$ cat src/rtl/scr1_arb_pkg.sv
// Shared definitions for the imem/dmem memory arbiter: handshake encodings,
// owner IDs and the ID-FIFO pointer-width helper.
package scr1_arb_pkg;

   localparam logic [1:0] SCR1_MEM_RESP_NOTRDY = 2'b00;
   localparam logic [1:0] SCR1_MEM_RESP_RDY_OK = 2'b01;
   localparam logic [1:0] SCR1_MEM_RESP_RDY_ER = 2'b10;

   localparam logic       SCR1_MEM_CMD_RD      = 1'b0;
   localparam logic       SCR1_MEM_CMD_WR      = 1'b1;

   localparam logic [1:0] SCR1_MEM_WIDTH_BYTE  = 2'b00;
   localparam logic [1:0] SCR1_MEM_WIDTH_HWORD = 2'b01;
   localparam logic [1:0] SCR1_MEM_WIDTH_WORD  = 2'b10;

   localparam logic       ARB_OWN_IMEM         = 1'b0;
   localparam logic       ARB_OWN_DMEM         = 1'b1;

   typedef enum logic {
      ARB_IDLE,
      ARB_LOCKED
   } arb_state_e;

   // Never returns less than 1 so a depth-1 FIFO still gets a legal pointer.
   function automatic int unsigned clog2(input int unsigned n);
      int unsigned w;
      w = 1;
      for (int unsigned i = 1; i < 32; i++) begin
         if ((32'd1 << i) < n) w = i + 1;
      end
      return w;
   endfunction

endpackage

$ cat src/rtl/scr1_arb_id_fifo.sv
// In-order FIFO of 1-bit owner IDs for transactions accepted on the shared
// port and still waiting for their response.
module scr1_arb_id_fifo
   import scr1_arb_pkg::*;
#(
   parameter int unsigned DEPTH = 2
)
(
   input  logic clk,
   input  logic rst,
   input  logic push,
   input  logic pop,
   input  logic din,
   output logic dout,
   output logic full,
   output logic empty
);

   localparam int unsigned      PTR_W    = clog2(DEPTH);
   localparam int unsigned      CNT_W    = clog2(DEPTH + 1);
   localparam logic [PTR_W-1:0] PTR_LAST = PTR_W'(DEPTH - 1);

   logic [(1<<PTR_W)-1:0] mem_q;
   logic [PTR_W-1:0]      wptr_q;
   logic [PTR_W-1:0]      rptr_q;
   logic [CNT_W-1:0]      cnt_q;
   logic                  do_push;
   logic                  do_pop;

   assign do_push = push & ~full;
   assign do_pop  = pop & ~empty;

   always_ff @(posedge clk or posedge rst) begin
      if (rst) begin
         mem_q  <= '0;
         wptr_q <= '0;
         rptr_q <= '0;
         cnt_q  <= '0;
      end else begin
         if (do_push) begin
            mem_q[wptr_q] <= din;
            wptr_q        <= (wptr_q == PTR_LAST) ? '0 : wptr_q + PTR_W'(1);
         end
         if (do_pop) begin
            rptr_q <= (rptr_q == PTR_LAST) ? '0 : rptr_q + PTR_W'(1);
         end
         if (do_push & ~do_pop) begin
            cnt_q <= cnt_q + CNT_W'(1);
         end else if (do_pop & ~do_push) begin
            cnt_q <= cnt_q - CNT_W'(1);
         end
      end
   end

   assign dout  = mem_q[rptr_q];
   assign full  = (cnt_q == CNT_W'(DEPTH));
   assign empty = (cnt_q == '0);

endmodule

$ cat src/rtl/scr1_mem_arbiter.sv
// Shares one memory port between imem and dmem: dmem-first priority with an
// imem starvation guard, a grant lock across unacknowledged requests, and
// in-order response routing through an owner-ID FIFO.
module scr1_mem_arbiter
   import scr1_arb_pkg::*;
#(
   parameter int unsigned ARB_OUTST_NUM    = 2,
   parameter int unsigned ARB_STARVE_LIMIT = 4
)
(
   input  logic        clk,
   input  logic        rst,

   input  logic        imem_req_i,
   input  logic        imem_cmd_i,
   input  logic [31:0] imem_addr_i,
   output logic        imem_req_ack_o,
   output logic [31:0] imem_rdata_o,
   output logic [1:0]  imem_resp_o,

   input  logic        dmem_req_i,
   input  logic        dmem_cmd_i,
   input  logic [1:0]  dmem_width_i,
   input  logic [31:0] dmem_addr_i,
   input  logic [31:0] dmem_wdata_i,
   output logic        dmem_req_ack_o,
   output logic [31:0] dmem_rdata_o,
   output logic [1:0]  dmem_resp_o,

   output logic        mem_req_o,
   output logic        mem_cmd_o,
   output logic [1:0]  mem_width_o,
   output logic [31:0] mem_addr_o,
   output logic [31:0] mem_wdata_o,
   input  logic        mem_req_ack_i,
   input  logic [31:0] mem_rdata_i,
   input  logic [1:0]  mem_resp_i,

   output logic        arb_err_o
);

   localparam logic [3:0] STARVE_MAX = 4'(ARB_STARVE_LIMIT);

   arb_state_e state_q, state_d;
   logic       owner_q, owner_d;
   logic [3:0] starve_q, starve_d;
   logic       err_q, err_d;

   logic       sel_req;
   logic       sel_owner;
   logic       accept;
   logic       fifo_full;
   logic       fifo_empty;
   logic       fifo_head;
   logic       rsp_vld;
   logic       rsp_route;
   logic [1:0] rsp_fwd;

   always_ff @(posedge clk or posedge rst) begin
      if (rst) begin
         state_q  <= ARB_IDLE;
         owner_q  <= ARB_OWN_IMEM;
         starve_q <= '0;
         err_q    <= 1'b0;
      end else begin
         state_q  <= state_d;
         owner_q  <= owner_d;
         starve_q <= starve_d;
         err_q    <= err_d;
      end
   end

   // A new owner is picked only in IDLE; the lock keeps it until the ack.
   always_comb begin
      state_d   = state_q;
      owner_d   = owner_q;
      sel_owner = owner_q;
      sel_req   = 1'b0;
      case (state_q)
         ARB_IDLE: begin
            if (~rst & ~fifo_full & (imem_req_i | dmem_req_i)) begin
               sel_req   = 1'b1;
               sel_owner = (dmem_req_i & ~(imem_req_i & (starve_q == STARVE_MAX)))
                           ? ARB_OWN_DMEM : ARB_OWN_IMEM;
               if (~mem_req_ack_i) begin
                  state_d = ARB_LOCKED;
                  owner_d = sel_owner;
               end
            end
         end
         ARB_LOCKED: begin
            sel_req = ~fifo_full & ((owner_q == ARB_OWN_DMEM) ? dmem_req_i : imem_req_i);
            if (sel_req & mem_req_ack_i) state_d = ARB_IDLE;
         end
         default: state_d = ARB_IDLE;
      endcase
   end

   always_comb begin
      mem_cmd_o   = SCR1_MEM_CMD_RD;
      mem_width_o = SCR1_MEM_WIDTH_BYTE;
      mem_addr_o  = '0;
      mem_wdata_o = '0;
      if (sel_req) begin
         if (sel_owner == ARB_OWN_DMEM) begin
            mem_cmd_o   = dmem_cmd_i;
            mem_width_o = dmem_width_i;
            mem_addr_o  = dmem_addr_i;
            mem_wdata_o = dmem_wdata_i;
         end else begin
            mem_cmd_o   = imem_cmd_i;
            mem_width_o = SCR1_MEM_WIDTH_WORD;
            mem_addr_o  = imem_addr_i;
         end
      end
   end

   assign mem_req_o      = sel_req;
   assign accept         = sel_req & mem_req_ack_i;
   assign imem_req_ack_o = accept & (sel_owner == ARB_OWN_IMEM);
   assign dmem_req_ack_o = accept & (sel_owner == ARB_OWN_DMEM);

   always_comb begin
      starve_d = starve_q;
      if (~imem_req_i | imem_req_ack_o) begin
         starve_d = '0;
      end else if (dmem_req_ack_o & (starve_q != STARVE_MAX)) begin
         starve_d = starve_q + 4'd1;
      end
   end

   // The reserved code 11 is reported to the requester as an error response.
   assign rsp_vld   = (mem_resp_i != SCR1_MEM_RESP_NOTRDY);
   assign rsp_route = rsp_vld & ~fifo_empty;
   assign rsp_fwd   = (mem_resp_i == 2'b11) ? SCR1_MEM_RESP_RDY_ER : mem_resp_i;

   assign imem_resp_o  = (rsp_route & (fifo_head == ARB_OWN_IMEM)) ? rsp_fwd : SCR1_MEM_RESP_NOTRDY;
   assign dmem_resp_o  = (rsp_route & (fifo_head == ARB_OWN_DMEM)) ? rsp_fwd : SCR1_MEM_RESP_NOTRDY;
   assign imem_rdata_o = (rsp_route & (fifo_head == ARB_OWN_IMEM)) ? mem_rdata_i : '0;
   assign dmem_rdata_o = (rsp_route & (fifo_head == ARB_OWN_DMEM)) ? mem_rdata_i : '0;

   assign err_d     = err_q | (rsp_vld & fifo_empty) | (mem_resp_i == 2'b11);
   assign arb_err_o = err_q;

   scr1_arb_id_fifo #(
      .DEPTH (ARB_OUTST_NUM)
   ) i_id_fifo (
      .clk   (clk),
      .rst   (rst),
      .push  (accept),
      .pop   (rsp_route),
      .din   (sel_owner),
      .dout  (fifo_head),
      .full  (fifo_full),
      .empty (fifo_empty)
   );

endmodule

$ cat config.mk
export PLATFORM = sky130hd
export DESIGN_NAME = scr1_mem_arbiter
export DESIGN_NICKNAME = d
export VERILOG_FILES = /design/src/rtl/scr1_arb_pkg.sv /design/src/rtl/scr1_arb_id_fifo.sv /design/src/rtl/scr1_mem_arbiter.sv
export SDC_FILE = /design/constraint.sdc
export NUM_CORES = 1
export LEC_CHECK = 0
export BUFFER_PORTS_ARGS = -buffer_cell sky130_fd_sc_hd__buf_2
export CAP_MARGIN = 20
export CELL_PAD_IN_SITES_DETAIL_PLACEMENT = 1
export CELL_PAD_IN_SITES_GLOBAL_PLACEMENT = 1
export CORE_ASPECT_RATIO = 1.1
export CORE_MARGIN = 3
export CORE_UTILIZATION = 23
export CTS_CLUSTER_DIAMETER = 120
export DETAILED_ROUTE_END_ITERATION = 8
export PLACE_DENSITY_LB_ADDON = 0.1
export SYNTH_ARGS = -nofsm -noshare
export SYNTH_HDL_FRONTEND = slang
export SYNTH_SLANG_ARGS = --single-unit
$ cat constraint.sdc
create_clock -name clk -period 3 [get_ports clk]
set_input_delay 0.3 -clock clk [delete_from_list [all_inputs] [get_ports clk]]
set_output_delay 0.3 -clock clk [all_outputs]
set_load 0.02 [all_outputs]
==> flow_summary_export.csv, run 1 <==
group,metric,value,unit
die,initial_core_util,0.240,
cells_and_area,drive_gt1_frac,0.502,
synthesis,synth-edff-count,0,
clock_tree,cts.path.max_buffers,2,
drt,wl_per_cell,14.8,um
placement,place_ws,732,ps
power,p_per_area,951,nW/um2
die,ios,278,
placement,io_buffers,277,
power,clkPwrFrac,0.043,
critical_path,reg2reg_depth,7,
critical_path,cp.depth,8,
power,finalPower,3.66,mW
critical_path,rrSetupSlack,790,ps
synthesis,syn_avg_cell_area,7.30,um2
critical_path,critPathLaunchType,"register",
sta,slew_headroom,0.599,
sta,drv_slew,0,
critical_path,critPathSlowestCell,"dfrtp_1",
cells_and_area,final_common_cell,"buf_2",
global_route,grt_max_degree,37,
power,seq_power_share,0.088,
power,power.net_switching,2.13,mW
power,netSwitchingFraction,0.583,
synthesis,synthDistinctLibCells,44,
synthesis,synth_nets,470,
min_path,hp-class,"input port to asynchronous set/reset pin",
drt,drt_pass1_iterations,4,
power,combPwrFrac,0.869,
synthesis,ys_ff_latch,13,
sta,fmax,0.399,GHz
critical_path,crit_buf_inv,3,
global_route,use_met2,0.315,
synthesis,yosysTopAreaCellShare,0.261,
global_route,grtUsageMet1,0.172,
placement,post_dp_cell_area,3800,um2
cells_and_area,final_nets,727,
drt,drt_iter0_drc,49,
critical_path,r2r_end,"i_id_fifo.cnt_q[1]",
global_route,grt_pass1_wl,15.6,mm
clock_tree,cts-root-buf,"clkbuf_8",
sta,rsz0062_at_grt,"false",
global_route,grt_usage,0.163,
drt,drc,0,
clock_tree,cts_tree,"yes",
sta,finalHoldViolCount,0,
clock_tree,clk_latency,240,ps
die,die_w,103,um
sta,fin_crit,2510,ps
power,vdd_ir_drop_max,0.372,mV
drt,vias,3255,
drt,antenna_left,0,
critical_path,crit_path_end_kind,"output port",
clock_tree,htreeDepth,1,
sta,finClkSkew,0.881,ps
cells_and_area,area_growth,60.6,%
clock_tree,cts_buffers,3,
synthesis,yosys-top-cells-area,"and2_1 26%, mux2i_1 15%, nand3_1 14%",
critical_path,path_class,"register to output port",
cells_and_area,fin_area,3840,um2
placement,place_hpwl,8.85,mm
placement,dp.cells,700,
power,power_leakage,2.28,nW
sta,worst_pin_slew,601,ps
die,coreArea,9980,um2
placement,place.gp.congestion,0.749,
sta,fin_crit_sh,0.836,
die,rows,38,
critical_path,r2r_start,"owner_q",
cells_and_area,num_antenna_cells,0,
global_route,antenna_found_initial,0,
global_route,gr-total-overflow,0,
sta,setup_viol,0,
die,die_area,11700,um2
clock_tree,clock-sinks,13,
sta,setup_tns,0,ps
drt,viasPerCell,4.62,
global_route,top_usage_layer,"met2",
synthesis,yosysWarningCount,0,
global_route,use_met3,0.0432,
global_route,grt_pass1_vias,3216,
critical_path,crit_required,2700,ps
clock_tree,cts_hold_buffers,0,
clock_tree,post_cts.repair.setup_buffers,0,
run_status,status,"finished, final reports clean",
die,die_h,113,um
power,internal_power,1.52,mW
critical_path,arrival,2210,ps
cells_and_area,final_cells,704,
cells_and_area,final_cell_mix,"277 x buf_2, 100 x and2_1, 67 x nand3_1, 37 x mux2i_1, 13 x dfrtp_1",
cells_and_area,fillCellCount,1338,
clock_tree,cts.repair.resized,0,
critical_path,max_stage_delay,420,ps
cells_and_area,fin_util,0.385,
synthesis,yosys_most_used_dff,"dfrtp_1",
synthesis,synth.cell_area,2390,um2
clock_tree,clk_pin_slew,60,ps
synthesis,async_flop_share,1.00,
drt,routed_wl,10.4,mm
flow_run,cap_viol_max_count,0,
critical_path,critPathTopFamily,"buffers and inverters",
sta,worst_slack,491,ps
critical_path,cp-startpoint,"starve_q[0]",
critical_path,worst-path-max-fanout,36,
synthesis,yosys.area.top_type,"and2_1",
synthesis,synth_cells,328,
sta,whs,130,ps
critical_path,cp_cell_sequence,"inv_1, ha_1, nand4b_1, nand2_1, a2bb2oi_4, buf_12, mux2i_1, buf_2",
synthesis,synth-seq-area-share,0.136,
[registers in the layout, summed over array words and instances (netlist names)]
signal,count
arb_err_o,1
i_id_fifo.mem_q,2
i_id_fifo.rptr_q,1
owner_q,1
i_id_fifo.wptr_q,1
i_id_fifo.cnt_q,2
state_q,1
starve_q,4
[kinds of logic after synthesis]
kind of cell,count (synthesis),synth area share
XOR/XNOR,5,0.0183
flip-flops,13,0.136
buffers and inverters,42,0.108
multiplexers,37,0.155
AO/OA/AOI/OAI,26,0.0748
adder cells (fa/ha/maj),3,0.0157
AND/OR/NAND/NOR,202,0.493
[per-layer routing]
metal	wire [um]	vias up	part of all wire
met4	138	0	0.013
met1	3780	1445	0.36
met3	1110	10	0.11
met5	0	-	0
met2	5400	170	0.52
li1	-	1630	-
[cells in the mapped netlist, drive strengths merged (2+ instances only)]
library cell  count
and2            100
nand3            67
mux2i            37
buf              22
dfrtp            13
clkbuf           10
inv              10
nor2             10
a21oi             6
nand2b            5
a31oi             4
nand2             4
o21ai             4
ha                3
nand4             3
xor2              3
and3              2
and3b             2
nor3              2
o21a              2
or3               2
xnor2             2
[layout make-up]
type	instances	area, um2	share of cell area
Multi-Input combinational cell	273	1820	0.474
Timing Repair Buffer	284	1460	0.381
Sequential cell	13	325	0.0846
Tap cell	120	150	0.0390
Clock buffer	4	45.0	0.0117
Inverter	10	37.5	0.00976
[worst reg2reg max path: cells and delay by family, from the launching register on]
kind | cells | cell delay (ps)
compound gates | 1 | 540
xor+xnor | 2 | 290
fa+ha+maj | 1 | 180
flops | 1 | 460
simple gates | 3 | 620
[how the worst max path moves through the flow]
stage / endpoint / slack (ps)
after floorplan: mem_addr_o[15] / 980
after global placement: mem_addr_o[18] / 740
after detailed placement: mem_addr_o[18] / 730
after CTS: mem_addr_o[18] / 460
after global routing: mem_addr_o[3] / 310
final: mem_addr_o[31] / 490
[power by group through the flow]
stage / Sequential, mW / Combinational [mW] / Clock (mW)
global placement: 0.320 / 3.19 / 0
global route: 0.334 / 3.48 / 0.172
finish: 0.322 / 3.18 / 0.157
CTS: 0.322 / 3.24 / 0.166
floorplan: 0.303 / 2.38 / 0
detailed placement: 0.327 / 3.23 / 0
Note: power is estimated with default switching activity, not from simulation.
==> run 2, diff against run 1 <==
--- a/config.mk
+++ b/config.mk
@@ -11,7 +11,7 @@
 export CELL_PAD_IN_SITES_GLOBAL_PLACEMENT = 1
 export CORE_ASPECT_RATIO = 1.1
 export CORE_MARGIN = 3
-export CORE_UTILIZATION = 23
+export CORE_UTILIZATION = 19
 export CTS_CLUSTER_DIAMETER = 120
 export DETAILED_ROUTE_END_ITERATION = 8
 export PLACE_DENSITY_LB_ADDON = 0.1
==> constraint.sdc (replaced) <==
create_clock -name clk -period 2.2 [get_ports clk]
set_input_delay 0.22 -clock clk [delete_from_list [all_inputs] [get_ports clk]]
set_output_delay 0.22 -clock clk [all_outputs]
set_load 0.02 [all_outputs]
==> run 2 against run 1 <==
  * The run now ends with negative setup slack left
  * Cell count increased by 7.5%
  * Clock skew grew 2.4 ps
  * Final area grew 19%
  * Setup slack got worse by 530 ps
  * Flip-flop and latch count unchanged
  * Global-route usage is 2.4 points lower
  * Routed wire length rose by 9.8%
  * First-iteration DRC count up 100%
  * Critical path depth rose by 1
  * Worst hold slack got worse by 97 ps
  * Die area up 20%
  * Sequential share of layout area is 1.3 points lower
  * Largest power group unchanged
  * Highest routed layer unchanged
==> flow_summary_export.csv, run 2 (same netlist as run 1, synthesis figures left out) <==
group,metric,value,unit
run_status,status,"finished, violations left",
run_status,violations,"negative setup slack",
die,ios,278,
placement,io_buffers,277,
critical_path,r2r_start,"starve_q[0]",
sta,fin_crit,2240,ps
sta,fin_crit_sh,1.02,
critical_path,rrSetupSlack,320,ps
sta,fmax,0.447,GHz
cells_and_area,top_regs,"starve_q x4, i_id_fifo.cnt_q x2, i_id_fifo.mem_q x2",
cells_and_area,fin_area,4570,um2
drt,drt_iter0_drc,99,
global_route,grt_pass1_vias,3292,
clock_tree,clock-sinks,13,
sta,drv_slew,0,
critical_path,critPathLaunchType,"register",
power,vdd_ir_drop_max,0.439,mV
min_path,hp-class,"input port to asynchronous set/reset pin",
clock_tree,clk_pin_slew,50,ps
cells_and_area,fin_util,0.374,
sta,worst_pin_slew,542,ps
power,p_per_area,1360,nW/um2
global_route,grt_pass1_wl,16.2,mm
clock_tree,cts_buffers,3,
placement,place_hpwl,8.95,mm
drt,antenna_left,0,
drt,wl_per_cell,15.1,um
clock_tree,htreeDepth,1,
cells_and_area,area_growth,90.7,%
cells_and_area,final_cell_mix,"213 x buf_2, 79 x and2_1, 67 x nand3_1, 44 x buf_4, 38 x buf_6",
cells_and_area,largest-register,"starve_q",
placement,place.gp.congestion,0.743,
critical_path,crit_required,1980,ps
critical_path,path_class,"register to output port",
drt,drt_pass1_iterations,4,
critical_path,reg2reg_depth,8,
global_route,gr-total-overflow,0,
critical_path,cp-startpoint,"starve_q[0]",
cells_and_area,largest_register_ffs,4,
critical_path,r2r_end,"starve_q[2]",
sta,slew_headroom,0.629,
global_route,antenna_found_initial,0,
drt,routed_wl,11.4,mm
clock_tree,cts.path.max_buffers,2,
sta,finClkSkew,3.24,ps
critical_path,endpoint,"mem_addr_o[31]",
die,initial_core_util,0.196,
die,die_w,113,um
clock_tree,clk_latency,240,ps
global_route,grt_usage,0.139,
sta,finalHoldViolCount,0,
drt,drc,0,
clock_tree,cts_hold_buffers,0,
clock_tree,cts-root-buf,"clkbuf_16",
placement,place_ws,79.3,ps
sta,setup_tns,-133,ps
cells_and_area,drive_gt1_frac,0.570,
power,power_leakage,2.49,nW
critical_path,arrival,2020,ps
cells_and_area,num_antenna_cells,0,
critical_path,crit_path_end_kind,"output port",
flow_run,cap_viol_max_count,0,
die,rows,42,
die,die_h,124,um
global_route,grt_max_degree,42,
clock_tree,cts_tree,"yes",
sta,worst_slack,-37.9,ps
sta,setup_viol,10,
power,finalPower,6.22,mW
placement,dp.cells,740,
cells_and_area,final_common_cell,"buf_2",
die,die_area,14000,um2
critical_path,worst-path-max-fanout,9,
sta,rsz0062_at_grt,"true",
placement,post_dp_cell_area,3930,um2
cells_and_area,final_cells,757,
drt,viasPerCell,4.52,
die,coreArea,12200,um2
sta,whs,33.5,ps
cells_and_area,final_nets,746,
drt,vias,3422,
==> run 2: layout make-up <==
| class | instances | area, um2 |
|---|---|---|
| Sequential cell | 13 | 328 |
| Clock buffer | 4 | 78.8 |
| Fill cell | 1545 | 7630 |
| Multi-Input combinational cell | 273 | 1940 |
| Timing Repair Buffer | 303 | 1990 |
| Tap cell | 154 | 193 |
| Inverter | 10 | 37.5 |
==> run 2: routing by layer <==
metal | part of all wire | global-route usage
met5 | 0 | 0
met4 | 0.017 | 0.0323
met3 | 0.10 | 0.0360
met2 | 0.53 | 0.269
met1 | 0.35 | 0.152
==> run 2: worst min path at each step <==
stage | from | endpoint | slack (ps) | cells after the start
finish | rst | state_q | 30 | 3
global route | rst | i_id_fifo.wptr_q | 70 | 3
CTS | rst | i_id_fifo.wptr_q | 50 | 3
detailed placement | rst | state_q | 290 | 3
global placement | rst | starve_q[1] | 290 | 3
floorplan | rst | arb_err_o | 110 | 1
==> run 2: what timing repair did <==
action / CTS / global route
buffers inserted: 6 / 2
resized for setup: 24 / 126
pin swaps: 3 / 2
cloned: 2 / 4
endpoints found under the setup margin: 33 / 67
==> run 2: critical path, stage by stage, from the launching register on <==
cell       delay, ps
dfrtp_1          380
inv_1             60
ha_2             190
nand4b_1         150
nand2_2          130
a2bb2oi_4        160
buf_12           150
buf_12           140
mux2i_4          250
buf_6            140
==> run 2: report_power, final <==
part | internal [mW] | switching [mW] | total [mW]
clock | 0.245 | 0.102 | 0.346
sequential | 0.332 | 0.0937 | 0.425
combinational | 2.46 | 2.99 | 5.45
